===== src/rtl/calc_pkg.sv =====
// Shared state encodings, command codes and display constants for the demo-board calculator.
package calc_pkg;

  typedef enum logic [2:0] {
    ST_IDLE    = 3'b000,
    ST_READY   = 3'b001,
    ST_LOAD_A  = 3'b010,
    ST_LOAD_B  = 3'b011,
    ST_COMPUTE = 3'b100,
    ST_DONE    = 3'b101
  } state_t;

  localparam logic [2:0] OP_NOP     = 3'b000;
  localparam logic [2:0] OP_LOAD_A  = 3'b001;
  localparam logic [2:0] OP_LOAD_B  = 3'b011;
  localparam logic [2:0] OP_COMPUTE = 3'b101;

  localparam logic [1:0] CO_ADD = 2'b00;
  localparam logic [1:0] CO_SUB = 2'b01;
  localparam logic [1:0] CO_MUL = 2'b10;
  localparam logic [1:0] CO_DIV = 2'b11;

  localparam logic [6:0] SEG_BLANK = 7'b1111111;

endpackage


===== src/rtl/seg7_decoder.sv =====
// BCD digit to active-low seven-segment pattern (bit0=a .. bit6=g); purely combinational.
module seg7_decoder
  import calc_pkg::*;
(
  input  logic [3:0] bcd,
  output logic [6:0] seg
);

  always_comb begin
    seg = SEG_BLANK;
    case (bcd)
      4'd0: seg = 7'b1000000;
      4'd1: seg = 7'b1111001;
      4'd2: seg = 7'b0100100;
      4'd3: seg = 7'b0110000;
      4'd4: seg = 7'b0011001;
      4'd5: seg = 7'b0010010;
      4'd6: seg = 7'b0000010;
      4'd7: seg = 7'b1111000;
      4'd8: seg = 7'b0000000;
      4'd9: seg = 7'b0010000;
      default: seg = SEG_BLANK;
    endcase
  end

endmodule


===== src/rtl/calculator.sv =====
// FSM 4-bit calculator: operands loaded on enter edges, one-cycle compute, decimal 7-seg display.
// CALC_BLANK_LEADING_ZERO_EN blanks leading-zero hundreds/tens digits.
module calculator
  import calc_pkg::*;
(
  input  logic       clk,
  input  logic       reset,
  input  logic       start,
  input  logic       enter,
  input  logic [3:0] data_in,
  input  logic [2:0] op_code,
  input  logic [1:0] compute_op,
  output logic [7:0] result,
  output logic       done,
  output logic       negative,
  output logic       div_by_zero,
  output logic [6:0] HEX0,
  output logic [6:0] HEX1,
  output logic [6:0] HEX2,
  output logic [2:0] HEX3
);

  localparam logic [2:0] S_IDLE    = ST_IDLE;
  localparam logic [2:0] S_READY   = ST_READY;
  localparam logic [2:0] S_LOAD_A  = ST_LOAD_A;
  localparam logic [2:0] S_LOAD_B  = ST_LOAD_B;
  localparam logic [2:0] S_COMPUTE = ST_COMPUTE;
  localparam logic [2:0] S_DONE    = ST_DONE;

  logic [2:0] state;
  logic [3:0] a, b;
  logic       enter_q;
  logic       enter_rise;
  logic [7:0] alu_res;
  logic       alu_neg;
  logic       alu_dbz;

  assign enter_rise = enter & ~enter_q;

  always_comb begin
    alu_res = '0;
    alu_neg = 1'b0;
    alu_dbz = 1'b0;
    case (compute_op)
      CO_ADD: alu_res = {4'd0, a} + {4'd0, b};
      CO_SUB: begin
        if (a < b) begin
          alu_res = {4'd0, b - a};
          alu_neg = 1'b1;
        end else begin
          alu_res = {4'd0, a - b};
        end
      end
      CO_MUL: alu_res = {4'd0, a} * {4'd0, b};
      default: begin
        // Guard the divider so B=0 never produces an undefined quotient.
        if (b == 4'd0) alu_dbz = 1'b1;
        else           alu_res = {4'd0, a / b};
      end
    endcase
  end

  always_ff @(posedge clk or posedge reset) begin
    if (reset) begin
      state       <= S_IDLE;
      a           <= '0;
      b           <= '0;
      result      <= '0;
      negative    <= 1'b0;
      div_by_zero <= 1'b0;
      enter_q     <= 1'b0;
    end else begin
      enter_q <= enter;
      case (state)
        S_IDLE: if (start) state <= S_READY;
        S_READY, S_DONE: begin
          if (enter_rise && op_code == OP_LOAD_A) begin
            state <= S_LOAD_A;
            a     <= data_in;
          end else if (enter_rise && op_code == OP_LOAD_B) begin
            state <= S_LOAD_B;
            b     <= data_in;
          end else if (state == S_READY && op_code == OP_COMPUTE) begin
            state <= S_COMPUTE;
          end else if (state == S_DONE && op_code == OP_NOP) begin
            state <= S_READY;
          end
        end
        S_LOAD_A, S_LOAD_B: state <= S_READY;
        S_COMPUTE: begin
          result      <= alu_res;
          negative    <= alu_neg;
          div_by_zero <= alu_dbz;
          state       <= S_DONE;
        end
        default: state <= S_IDLE;
      endcase
    end
  end

  assign done = (state == S_DONE);
  assign HEX3 = state;

  logic [3:0] hund, tens, ones;
  logic [6:0] seg_hund, seg_tens, seg_ones;

  assign hund = 4'(result / 8'd100);
  assign tens = 4'((result / 8'd10) % 8'd10);
  assign ones = 4'(result % 8'd10);

  seg7_decoder u_seg_hund (.bcd(hund), .seg(seg_hund));
  seg7_decoder u_seg_tens (.bcd(tens), .seg(seg_tens));
  seg7_decoder u_seg_ones (.bcd(ones), .seg(seg_ones));

  assign HEX0 = seg_ones;
`ifdef CALC_BLANK_LEADING_ZERO_EN
  assign HEX2 = (hund == 4'd0) ? SEG_BLANK : seg_hund;
  assign HEX1 = (hund == 4'd0 && tens == 4'd0) ? SEG_BLANK : seg_tens;
`else
  assign HEX2 = seg_hund;
  assign HEX1 = seg_tens;
`endif

endmodule


===== config.mk =====
export PLATFORM = sky130hd
export DESIGN_NAME = calculator
export DESIGN_NICKNAME = d
export VERILOG_FILES = /design/src/rtl/calc_pkg.sv /design/src/rtl/seg7_decoder.sv /design/src/rtl/calculator.sv
export SDC_FILE = /design/constraint.sdc
export NUM_CORES = 1
export LEC_CHECK = 0
export CAP_MARGIN = 20
export CORE_ASPECT_RATIO = 1.75
export CORE_MARGIN = 2
export CORE_UTILIZATION = 41
export DETAILED_ROUTE_END_ITERATION = 8
export PLACE_DENSITY_LB_ADDON = 0.08
export SLEW_MARGIN = 20
export SYNTH_ARGS = -nofsm -noshare
export SYNTH_HDL_FRONTEND = slang
export SYNTH_SLANG_ARGS = --single-unit

===== constraint.sdc =====
create_clock -name clk -period 6.7 [get_ports clk]
set_input_delay 1.34 -clock clk [delete_from_list [all_inputs] [get_ports clk]]
set_output_delay 1.34 -clock clk [all_outputs]
set_load 0.01 [all_outputs]

# After elaboration in Yosys (flattened, before gate mapping)
# Memory sizes are Yosys's and may differ from the RTL's.
# Index checks and enable logic that the tools add are counted.
dict set report word_totals {
  register_bits 22
  mem_bits_ro 336
  output_inout_bits 35
  wordCells 62
  memories 3
}
# memory words width rd rd_clocked_by_memory_dff wr line_no
set mem_list {}
lappend mem_list {{(no name shown)} 16 7 1 0 0 seg7_decoder.sv:11} ;# case (bcd)
lappend mem_list {{(no name shown)} 16 7 1 0 0 seg7_decoder.sv:11}
lappend mem_list {{(no name shown)} 16 7 1 0 0 seg7_decoder.sv:11}
dict set report classes {
  add_sub_neg 3
  multipliers 1
  div_mod_pow 5
  n_lt_le_gt_ge 1
  eq_ne 12
  mux 13
  bitwise_logic 3
  reduce_logical 14
}
# cell count
set op_table {}
lappend op_table {{case mux 8 bit (3 select lines)} 1}
lappend op_table {{remainder unit 8 x 4 -> 8 bit (second input constant)} 2}
lappend op_table {{2-to-1 mux 3 bit} 5}
lappend op_table {{case mux 3 bit (4 select lines)} 1}
lappend op_table {{equality test 3 x 2 -> 1 bit (second input constant)} 3}
lappend op_table {{equality test 3 bit (second input constant)} 3}
lappend op_table {{divider 8 x 4 -> 8 bit (second input constant)} 1}
lappend op_table {{divider 8 x 7 -> 8 bit (second input constant)} 1}
lappend op_table {{multiplier 4 x 4 -> 8 bit} 1}
lappend op_table {{2-to-1 mux 4 bit} 2}
lappend op_table {{subtractor 4 bit} 2}
lappend op_table {{equality test 3 x 1 -> 1 bit (second input constant)} 2}
lappend op_table {{logical NOT 3 bit} 2}
lappend op_table {{adder 4 x 4 -> 5 bit} 1}
lappend op_table {{!= test 5 bit (second input constant)} 1}
lappend op_table {{divider 4 x 4 -> 4 bit} 1}
lappend op_table {{logical AND 1 bit} 4}
lappend op_table {{logical NOT 4 bit} 1}
lappend op_table {{less-than comparator 4 bit} 1}
lappend op_table {{2-to-1 mux 1 bit} 4}
lappend op_table {{AND reduction 2 bit} 2}
lappend op_table {{OR reduction 2 bit} 2}
lappend op_table {{AND reduction 3 bit} 1}
lappend op_table {{OR reduction 3 bit} 1}
lappend op_table {{6 further kinds} 7}

# Logic depth before layout (Yosys ltp)
# Gate-level depths: netlist (run 1).
dict set report logic_depth {
  word_depth 7
  mapped_depth 23
  depth_no_buf 23
}

# Cells and area by module
# Synthesis (run 1) repeated with hierarchy kept, for this count alone.
dict set report unflattened {
  hier_cells 440
  area_unflattened_um2 3492.1
}
# module instances cells_each area_each_um2 seq_area_each_um2
set by_module_without_submodules {}
lappend by_module_without_submodules {calculator 1 341 2861.5 550.5}
lappend by_module_without_submodules {seg7_decoder 3 33 210.2 0.0}

# Worst setup path after synthesis (run 1)
# No wires, ideal clock.
dict set report synth_timing {
  kind {reg2out}
  start {register result[5]}
  end {output HEX1[5]}
  arrival_time_ps 4016
  t_required_ps 5360
  slack_ps 1344
  stages_incl_launch_ff 18
  n_path_buf 2
  cell_sequence {dfrtp_1 > buf_2 > buf_2 > inv_1 > ha_1 > and4b_1 > a211o_1 > nor4_4 > inv_1 > ha_1 > nor2_1 > o22ai_1 > a21oi_1 > a21o_1 > nand2_1 > ha_1 > mux2_2 > a2bb2oi_1}
}
dict set report synth_via {
  elab_chain_len 3
}
# item line_no
set synth_lines {}
lappend synth_lines {{start: declaration} calculator.sv:13} ;# output logic [7:0] result,
lappend synth_lines {{start signal: assignment} calculator.sv:91} ;# result <= alu_res;
lappend synth_lines {{divider 8 x 4 -> 8 bit} calculator.sv:108} ;# assign tens = 4'((result / 8'd10) % 8'd10);
lappend synth_lines {{remainder unit 8 x 4 -> 8 bit} calculator.sv:108}
lappend synth_lines {{memory (16 x 7 bit)} --}
lappend synth_lines {{end: declaration} calculator.sv:18} ;# output logic [6:0] HEX1,
# Every way passes these cells.

# Final worst setup path (run 1)
dict set report layout_timing {
  start {register result[6]}
  end {output HEX1[0]}
}
# Same word-level chain as after synthesis.

==> results of run 1 <==
sequential cells by signal, indices dropped and copies added, names as in the netlist:
name,cells
HEX3,3
a,4
b,4
negative,1
div_by_zero,1
enter_q,1
result,8
layer usage:
layer	vias to the layer above	share of wire (%)	global-route usage [%]
met1	1615	37	20.5
met3	32	1.4	0.778
met5	-	0	0
met2	68	56	37.6
met4	0	4.8	10.1
li1	1700	-	-
tightest hold or removal path: cells and delay by family, from the launching register on:
family	cells	cell delay, ps
AOI/OAI and AO/OA	1	50
DFF	1	350
and+or+nand+nor	1	50
area by class of cell:
type | instances | area, µm²
inverters | 42 | 158
repair buffers | 50 | 490
clock buffers | 3 | 75.1
flip-flops and latches | 22 | 552
clock inverters | 1 | 30.0
fillers | 891 | 4340
well taps | 117 | 146
multi-input cells | 368 | 2880
cells in the mapped netlist, types with 6 or more instances:
cell                       count
sky130_fd_sc_hd__mux2_2        9
sky130_fd_sc_hd__nand2_1      38
sky130_fd_sc_hd__a21oi_1      33
sky130_fd_sc_hd__a211oi_1      7
sky130_fd_sc_hd__mux2i_1      10
sky130_fd_sc_hd__and2_1        6
sky130_fd_sc_hd__fa_1          7
sky130_fd_sc_hd__nand2b_1      8
sky130_fd_sc_hd__nor2_1       29
sky130_fd_sc_hd__xnor2_1       7
sky130_fd_sc_hd__xor2_1        6
sky130_fd_sc_hd__nand3_1      10
sky130_fd_sc_hd__inv_1        41
sky130_fd_sc_hd__nor3_1        7
sky130_fd_sc_hd__clkbuf_1      6
sky130_fd_sc_hd__buf_2         8
sky130_fd_sc_hd__ha_1         53
sky130_fd_sc_hd__dfrtp_1      22
sky130_fd_sc_hd__o21ai_0      21
sky130_fd_sc_hd__a21o_1       11
through the flow:
| stage | hold WS (ps) | util, % | power [mW] |
|---|---|---|---|
| floorplan | 517 | - | 1.44 |
| global placement | 471 | 48.8 | 2.02 |
| detailed placement | 480 | 48.8 | 2.04 |
| CTS | 495 | 50.0 | 2.22 |
| global route | 515 | 50.0 | 2.43 |
| finish | 483 | 50.0 | 2.20 |
path summary, 6_finish.rpt:
check                                         from  depth (start not counted)  slack (ps)                 endpoint
max                          result[6]$_DFFE_PP0N_                         14         420                  HEX1[0]
min                        div_by_zero$_DFFE_PP0N_                          2         480  div_by_zero$_DFFE_PP0N_
max reg2reg                       b[1]$_DFFE_PP0P_                         18        2090    result[0]$_DFFE_PP0N_
min reg2reg                div_by_zero$_DFFE_PP0N_                          2         480  div_by_zero$_DFFE_PP0N_
max in group asynchronous                    reset                          2        4580    result[6]$_DFFE_PP0N_
min in group asynchronous                    reset                          2        1550    result[7]$_DFFE_PP0N_
cell families after synthesis:
logic type / Yosys count
other cells: 1
xor+xnor: 13
compound gates: 140
fa+ha+maj: 60
simple gates: 135
flops: 22
buf+inv: 59
mux: 19
placed cells by master (no fill, tap or decap), types with 3 or more instances in the layout:
cell type / n
sky130_fd_sc_hd__a21oi_1: 33
sky130_fd_sc_hd__a2bb2oi_1: 5
sky130_fd_sc_hd__nor4b_1: 3
sky130_fd_sc_hd__or3_1: 4
sky130_fd_sc_hd__o21ai_0: 21
sky130_fd_sc_hd__nor2_1: 29
sky130_fd_sc_hd__mux2i_1: 10
sky130_fd_sc_hd__nor3_1: 7
sky130_fd_sc_hd__nand3b_1: 3
sky130_fd_sc_hd__o21a_1: 3
sky130_fd_sc_hd__a31oi_1: 5
sky130_fd_sc_hd__xor2_1: 6
sky130_fd_sc_hd__nand2b_1: 8
sky130_fd_sc_hd__o22ai_1: 4
sky130_fd_sc_hd__fa_1: 7
sky130_fd_sc_hd__o21ai_1: 4
sky130_fd_sc_hd__dfrtp_1: 21
sky130_fd_sc_hd__a211oi_1: 7
sky130_fd_sc_hd__a22o_1: 5
sky130_fd_sc_hd__nand3_1: 10
sky130_fd_sc_hd__o221ai_1: 4
sky130_fd_sc_hd__mux2_2: 9
sky130_fd_sc_hd__clkdlybuf4s50_1: 46
sky130_fd_sc_hd__a21o_1: 11
sky130_fd_sc_hd__clkbuf_16: 3
sky130_fd_sc_hd__o31ai_1: 3
sky130_fd_sc_hd__nand2_1: 38
sky130_fd_sc_hd__ha_1: 53
sky130_fd_sc_hd__a22oi_1: 3
sky130_fd_sc_hd__xnor2_1: 7
sky130_fd_sc_hd__and2_1: 6
sky130_fd_sc_hd__o211ai_1: 4
sky130_fd_sc_hd__buf_4: 4
sky130_fd_sc_hd__nor2b_1: 3
sky130_fd_sc_hd__inv_1: 41
report_power, final:
| part | switching, mW | internal [mW] |
|---|---|---|
| Sequential | 0.0977 | 0.172 |
| Clock | 0.0540 | 0.119 |
| Combinational | 0.899 | 0.859 |
| Total | 1.05 | 1.15 |
what timing repair did:
item / CTS / global route
resized for setup: 0 / 1
endpoints found under the setup margin: 0 / 6
setup buffers: 0 / 0
==> results by group, run 1 <==
Power
  • Leak Pwr: 1.92 nW
  • Worst supply voltage drop on vdd: 0.243 mV
  • Power per unit of standard cell area: 507 nW/µm²

STA
  • RSZ-0062 raised after global routing: no
  • Ratio of final minimum period to clock period: 93.7%
  • Achievable frequency: 0.159 GHz
  • Total count of max-transition violations in the final report: 0
  • Setup ws final: 424 ps
  • Number of setup violations in the final report: 0
  • Min Tclk post-route: 6280 ps
  • Rel. slew slack: 37.4%
  • Transition time at the pin with the least slew margin: 939 ps
  • Setup TNS: 0 ps
  • Final Hold Fails: 0
  • Maximum clock skew at final layout: 1.91 ps

Synthesis
  • Yosys cell types: 76
  • Post-synthesis cell type with the largest combined area: sky130_fd_sc_hd__ha_1
  • Share of the synthesized area in the top cell type: 18.0%
  • Synthesized cell area: 3680 µm²
  • Dominant combinational cell family by area after synthesis: compound AO/OA/AOI/OAI gates
  • Adder and majority cell fraction of the synthesized area: 21.9%
  • Sequential-to-total area share from yosys stat: 15.0%
  • Most frequently used flop master after synthesis: sky130_fd_sc_hd__dfrtp_1
  • Fraction of the mapped netlist area in compound gates: 28.1%
  • Ranking of synthesized cells by area: sky130_fd_sc_hd__ha_1 18%, sky130_fd_sc_hd__dfrtp_1 15%, sky130_fd_sc_hd__a21oi_1 4.5%
  • Multiplexer fraction of the synthesized cell area: 5.48%
  • Number of synthesized flops with an enable pin: 0
  • Async set-reset flop share out of synthesis: 100%
  • Syn_area_per_cell: 8.19 µm²
  • Instance count of the mapped netlist: 449
  • Flop and latch count out of synthesis: 22
  • Yosys warnings: 0
  • Nets in the synthesized netlist: 522
  • Xor-xnor portion of the synthesized cell area: 3.10%
  • Area share of and/or/nand/nor cells after synthesis: 19.8%

Setup path
  • Most numerous cell on the critical path: sky130_fd_sc_hd__ha_1
  • Buffer and inverter count on the worst path: 2
  • Critical Setup Path Class: reg2out
  • Longest individual stage delay on the worst path: 550 ps
  • Arrival time of the worst setup path: 4940 ps
  • Top Family by Delay on Critical Path: compound AO/OA/AOI/OAI gates
  • Slowest stage cell, crit path: sky130_fd_sc_hd__clkdlybuf4s50_1
  • Cell Chain, Critical Path: ha_1 -> and4b_1 -> a211o_1 -> nor4_4 -> inv_1 -> ha_1 -> nor2_1 -> o22ai_1 -> a21oi_1 -> o211ai_1 -> a221oi_4 -> or2_1 -> a2bb2oi_1 -> clkdlybuf4s50_1
  • Setup crit start kind: flip-flop
  • Endpoint type of the worst setup path: output pin
  • Required arrival time at the worst endpoint: 5360 ps
  • Maximum fanout encountered on the critical timing path: 20

Global routing
  • Vias in the first global route: 3315
  • Global-route wire length before repair: 15.2 mm
  • Global-route congestion overflow total: 0
  • Overall global routing resource usage: 19.6%
  • Pin count of the biggest net entering global routing: 32
  • Number of antenna violations at the first check in global routing: 0

Final layout
  • Non-Filler Instances: 603
  • Area grow syn2layout: 17.9%
  • Layout cells sized above 1: 8.23%
  • Antenna diode instance count: 0
  • Final net count: 560
  • Finished layout cell area: 4330 µm²

Run status
  • Run status: completed

Place
  • Detailed-placement wirelength estimate: 7.53 mm
  • Port Buffers: 46
  • Worst slack at placement: 553 ps
  • Final RePlAce weighted congestion: 0.918
  • Placed cell areas: 4230 µm²
  • Number of cells in the design after placement: 599

Floorplanning
  • I/O pin cnt: 48
  • Die height: 129 µm
  • Area of the die: 9770 µm²
  • Total core area: 8670 µm²
  • Overall die width: 75.6 µm
  • Floorplan row count: 45
  • Starting density of the core: 42.4%

Detailed routing
  • First-pass iteration count of the detailed router: 4
  • Antenna viol nets, final: 0
  • DR vias: 3415
  • Via count normalized by instance count: 5.66
  • DRC Markers: 0
  • Detail-routed net length per standard cell: 15.3 µm
  • Starting DRT DRC Count: 310
  • Drt total wl: 9.23 mm

Clocking
  • Clk Latency, worst-skew pair: 260 ps
  • Clock transition at the registers of the reported paths: 60 ps
  • Clock tree sinks: 22
  • Number of buffers added to fix hold violations after cts: 0
  • Maximum clock path buffer count: 2
  • CTS tree: built
  • Max H-tree Level: 1
  • Number of buffers added by the clock tree synthesis step: 3
  • Clock tree root buffer cell: sky130_fd_sc_hd__clkbuf_16

Min path
  • Min-delay worst type: reg2reg

Job
  • Max cap viols: 0
Note: power is estimated with default switching activity, not from simulation.
==> inputs of run 2 (changes only) <==
--- a/config.mk
+++ b/config.mk
@@ -10,7 +10,6 @@
 export CORE_MARGIN = 2
 export CORE_UTILIZATION = 41
 export DETAILED_ROUTE_END_ITERATION = 8
-export PLACE_DENSITY_LB_ADDON = 0.08
 export SLEW_MARGIN = 20
 export SYNTH_ARGS = -nofsm -noshare
 export SYNTH_HDL_FRONTEND = slang
==> constraint.sdc (replaced) <==
create_clock -name clk -period 7.1 [get_ports clk]
set_input_delay 1.42 -clock clk [delete_from_list [all_inputs] [get_ports clk]]
set_output_delay 1.42 -clock clk [all_outputs]
set_load 0.01 [all_outputs]
==> results by group, run 2 (synthesis gave the netlist of run 1 again) <==
Final layout
  • Commonest non-fill, non-tap cells in the layout: 53 x sky130_fd_sc_hd__ha_1, 46 x sky130_fd_sc_hd__clkdlybuf4s50_1, 41 x sky130_fd_sc_hd__inv_1
  • Fill cells: 875
  • Antenna diode instance count: 0
  • Non-Filler Instances: 601
  • Largest reg by FF count: result
  • Combined flip-flop and latch cell area: 551 µm²
  • Largest registers ranked by flip-flop count: result (8), a (4), b (4)
  • Most common cell after layout, fill and taps aside: sky130_fd_sc_hd__ha_1
  • Final net count: 558
  • Layout cells sized above 1: 7.64%
  • Area grow syn2layout: 17.5%
  • Max reg flops: 8
  • Multi-input gate area: 2880 µm²

Power
  • Power per unit of standard cell area: 479 nW/µm²
  • Overall power after layout: 2.07 mW
  • Worst supply voltage drop on vdd: 0.252 mV
  • Leak Pwr: 1.91 nW

Clocking
  • Number of buffers inserted by post-CTS setup repair: 0
  • Number of buffers added by the clock tree synthesis step: 3
  • CTS tree: built
  • Cells resized by post-CTS repair: 0
  • Number of buffers added to fix hold violations after cts: 0
  • Clock tree root buffer cell: sky130_fd_sc_hd__clkbuf_16
  • Maximum clock path buffer count: 2
  • Clock tree sinks: 22
  • Clk Latency, worst-skew pair: 260 ps
  • Clock transition at the registers of the reported paths: 60 ps
  • Max H-tree Level: 1

Detailed routing
  • Drt total wl: 9.23 mm
  • Via count normalized by instance count: 5.68
  • DR vias: 3411
  • DRC Markers: 0
  • Antenna viol nets, final: 0
  • Starting DRT DRC Count: 337
  • First-pass iteration count of the detailed router: 4
  • Detail-routed net length per standard cell: 15.4 µm

Floorplanning
  • Area of the die: 9770 µm²
  • Total core area: 8670 µm²
  • Die height: 129 µm
  • Overall die width: 75.6 µm
  • I/O pin cnt: 48
  • Floorplan row count: 45
  • Starting density of the core: 42.4%

STA
  • Maximum clock skew at final layout: 2.52 ps
  • Transition time at the pin with the least slew margin: 964 ps
  • Rel. slew slack: 35.7%
  • Ratio of final minimum period to clock period: 92.4%
  • Number of setup violations in the final report: 0
  • Min Tclk post-route: 6560 ps
  • RSZ-0062 raised after global routing: no
  • Achievable frequency: 0.152 GHz
  • Final Hold Fails: 0
  • Worst hold margin: 496 ps
  • Setup TNS: 0 ps
  • Total count of max-transition violations in the final report: 0

Place
  • Final RePlAce weighted congestion: 0.910
  • Number of cells in the design after placement: 597
  • Port Buffers: 46
  • Detailed-placement wirelength estimate: 7.60 mm

Global routing
  • Met2 demand-to-capacity share in global routing: 38.0%
  • Pin count of the biggest net entering global routing: 32
  • Vias in the first global route: 3303
  • Global-route wire length before repair: 15.4 mm
  • Global-route congestion overflow total: 0
  • Met1 layer usage reported by global route: 21.0%
  • Number of antenna violations at the first check in global routing: 0
  • Overall global routing resource usage: 19.8%
  • Met3 Resource Use GR: 1.24%
  • Grt peak-use layer: met2

Setup path
  • Endpoint type of the worst setup path: output pin
  • Maximum fanout encountered on the critical timing path: 20
  • Arrival time of the worst setup path: 5140 ps
  • Critical Setup Path Class: reg2out
  • Setup crit start kind: flip-flop
  • Required arrival time at the worst endpoint: 5680 ps

Run status
  • Run status: completed

Job
  • Max cap viols: 0

Min path
  • Min-delay worst type: reg2reg
## run 2: changes by cell type in the layout (fill, tap and decap cells not counted)
cell	before	now
sky130_fd_sc_hd__buf_4	4	2
sky130_fd_sc_hd__dfrtp_1	21	22
sky130_fd_sc_hd__dfrtp_2	1	0
## run 2: final cells by class
cell class	count	share of cell area, %
flip-flops and latches	22	12.7
well taps	117	3.39
multi-input cells	368	66.8
clock buffers	3	1.74
clock inverters	1	0.695
repair buffers	48	11.0
inverters	42	3.65
## run 2: final timing paths
path,start,end,slack (ps),depth (start not counted)
worst max-delay path,result[6]$_DFFE_PP0N_,HEX1[3],540,16
worst min-delay path,div_by_zero$_DFFE_PP0N_,div_by_zero$_DFFE_PP0N_,500,2
max in group asynchronous,reset,a[2]$_DFFE_PP0P_,4930,2
worst max register to register,b[0]$_DFFE_PP0P_,result[0]$_DFFE_PP0N_,2490,18
worst min register to register,div_by_zero$_DFFE_PP0N_,div_by_zero$_DFFE_PP0N_,500,2
min in group asynchronous,reset,result[7]$_DFFE_PP0N_,1640,2
## run 2: critical path, cell delays in order (launching register included)
cell	delay [ps]
sky130_fd_sc_hd__dfrtp_1	700
sky130_fd_sc_hd__ha_1	470
sky130_fd_sc_hd__and2b_1	300
sky130_fd_sc_hd__o22ai_1	100
sky130_fd_sc_hd__a221oi_2	630
sky130_fd_sc_hd__ha_1	290
sky130_fd_sc_hd__nand2_1	60
sky130_fd_sc_hd__a21oi_1	220
sky130_fd_sc_hd__nand2_1	80
sky130_fd_sc_hd__a21oi_1	170
sky130_fd_sc_hd__a21oi_2	100
sky130_fd_sc_hd__ha_1	280
sky130_fd_sc_hd__inv_1	60
sky130_fd_sc_hd__a221oi_4	430
sky130_fd_sc_hd__or2_1	240
sky130_fd_sc_hd__a2bb2oi_1	180
sky130_fd_sc_hd__clkdlybuf4s50_1	550
## run 2: metal layers
metal	vias to the layer above	wire length, µm
li1	1711	-
met1	1610	3360
met2	66	5300
met3	24	171
met5	-	0
met4	0	402
## run 2: metrics by stage
stage | util, % | setup WS (ps) | cell area [µm²]
after floorplan | - | 1660 | 3680
after global placement | 48.6 | 908 | 4210
after detailed placement | 48.6 | 845 | 4210
after CTS | 49.8 | 554 | 4320
after global routing | 49.8 | 208 | 4320
final | 49.8 | 539 | 4320
## run 2: where the power goes
part | internal (mW) | total [mW] | switching (mW)
clock network | 0.112 | 0.162 | 0.0501
logic | 0.804 | 1.65 | 0.850
registers | 0.162 | 0.254 | 0.0918
total | 1.08 | 2.07 | 0.992
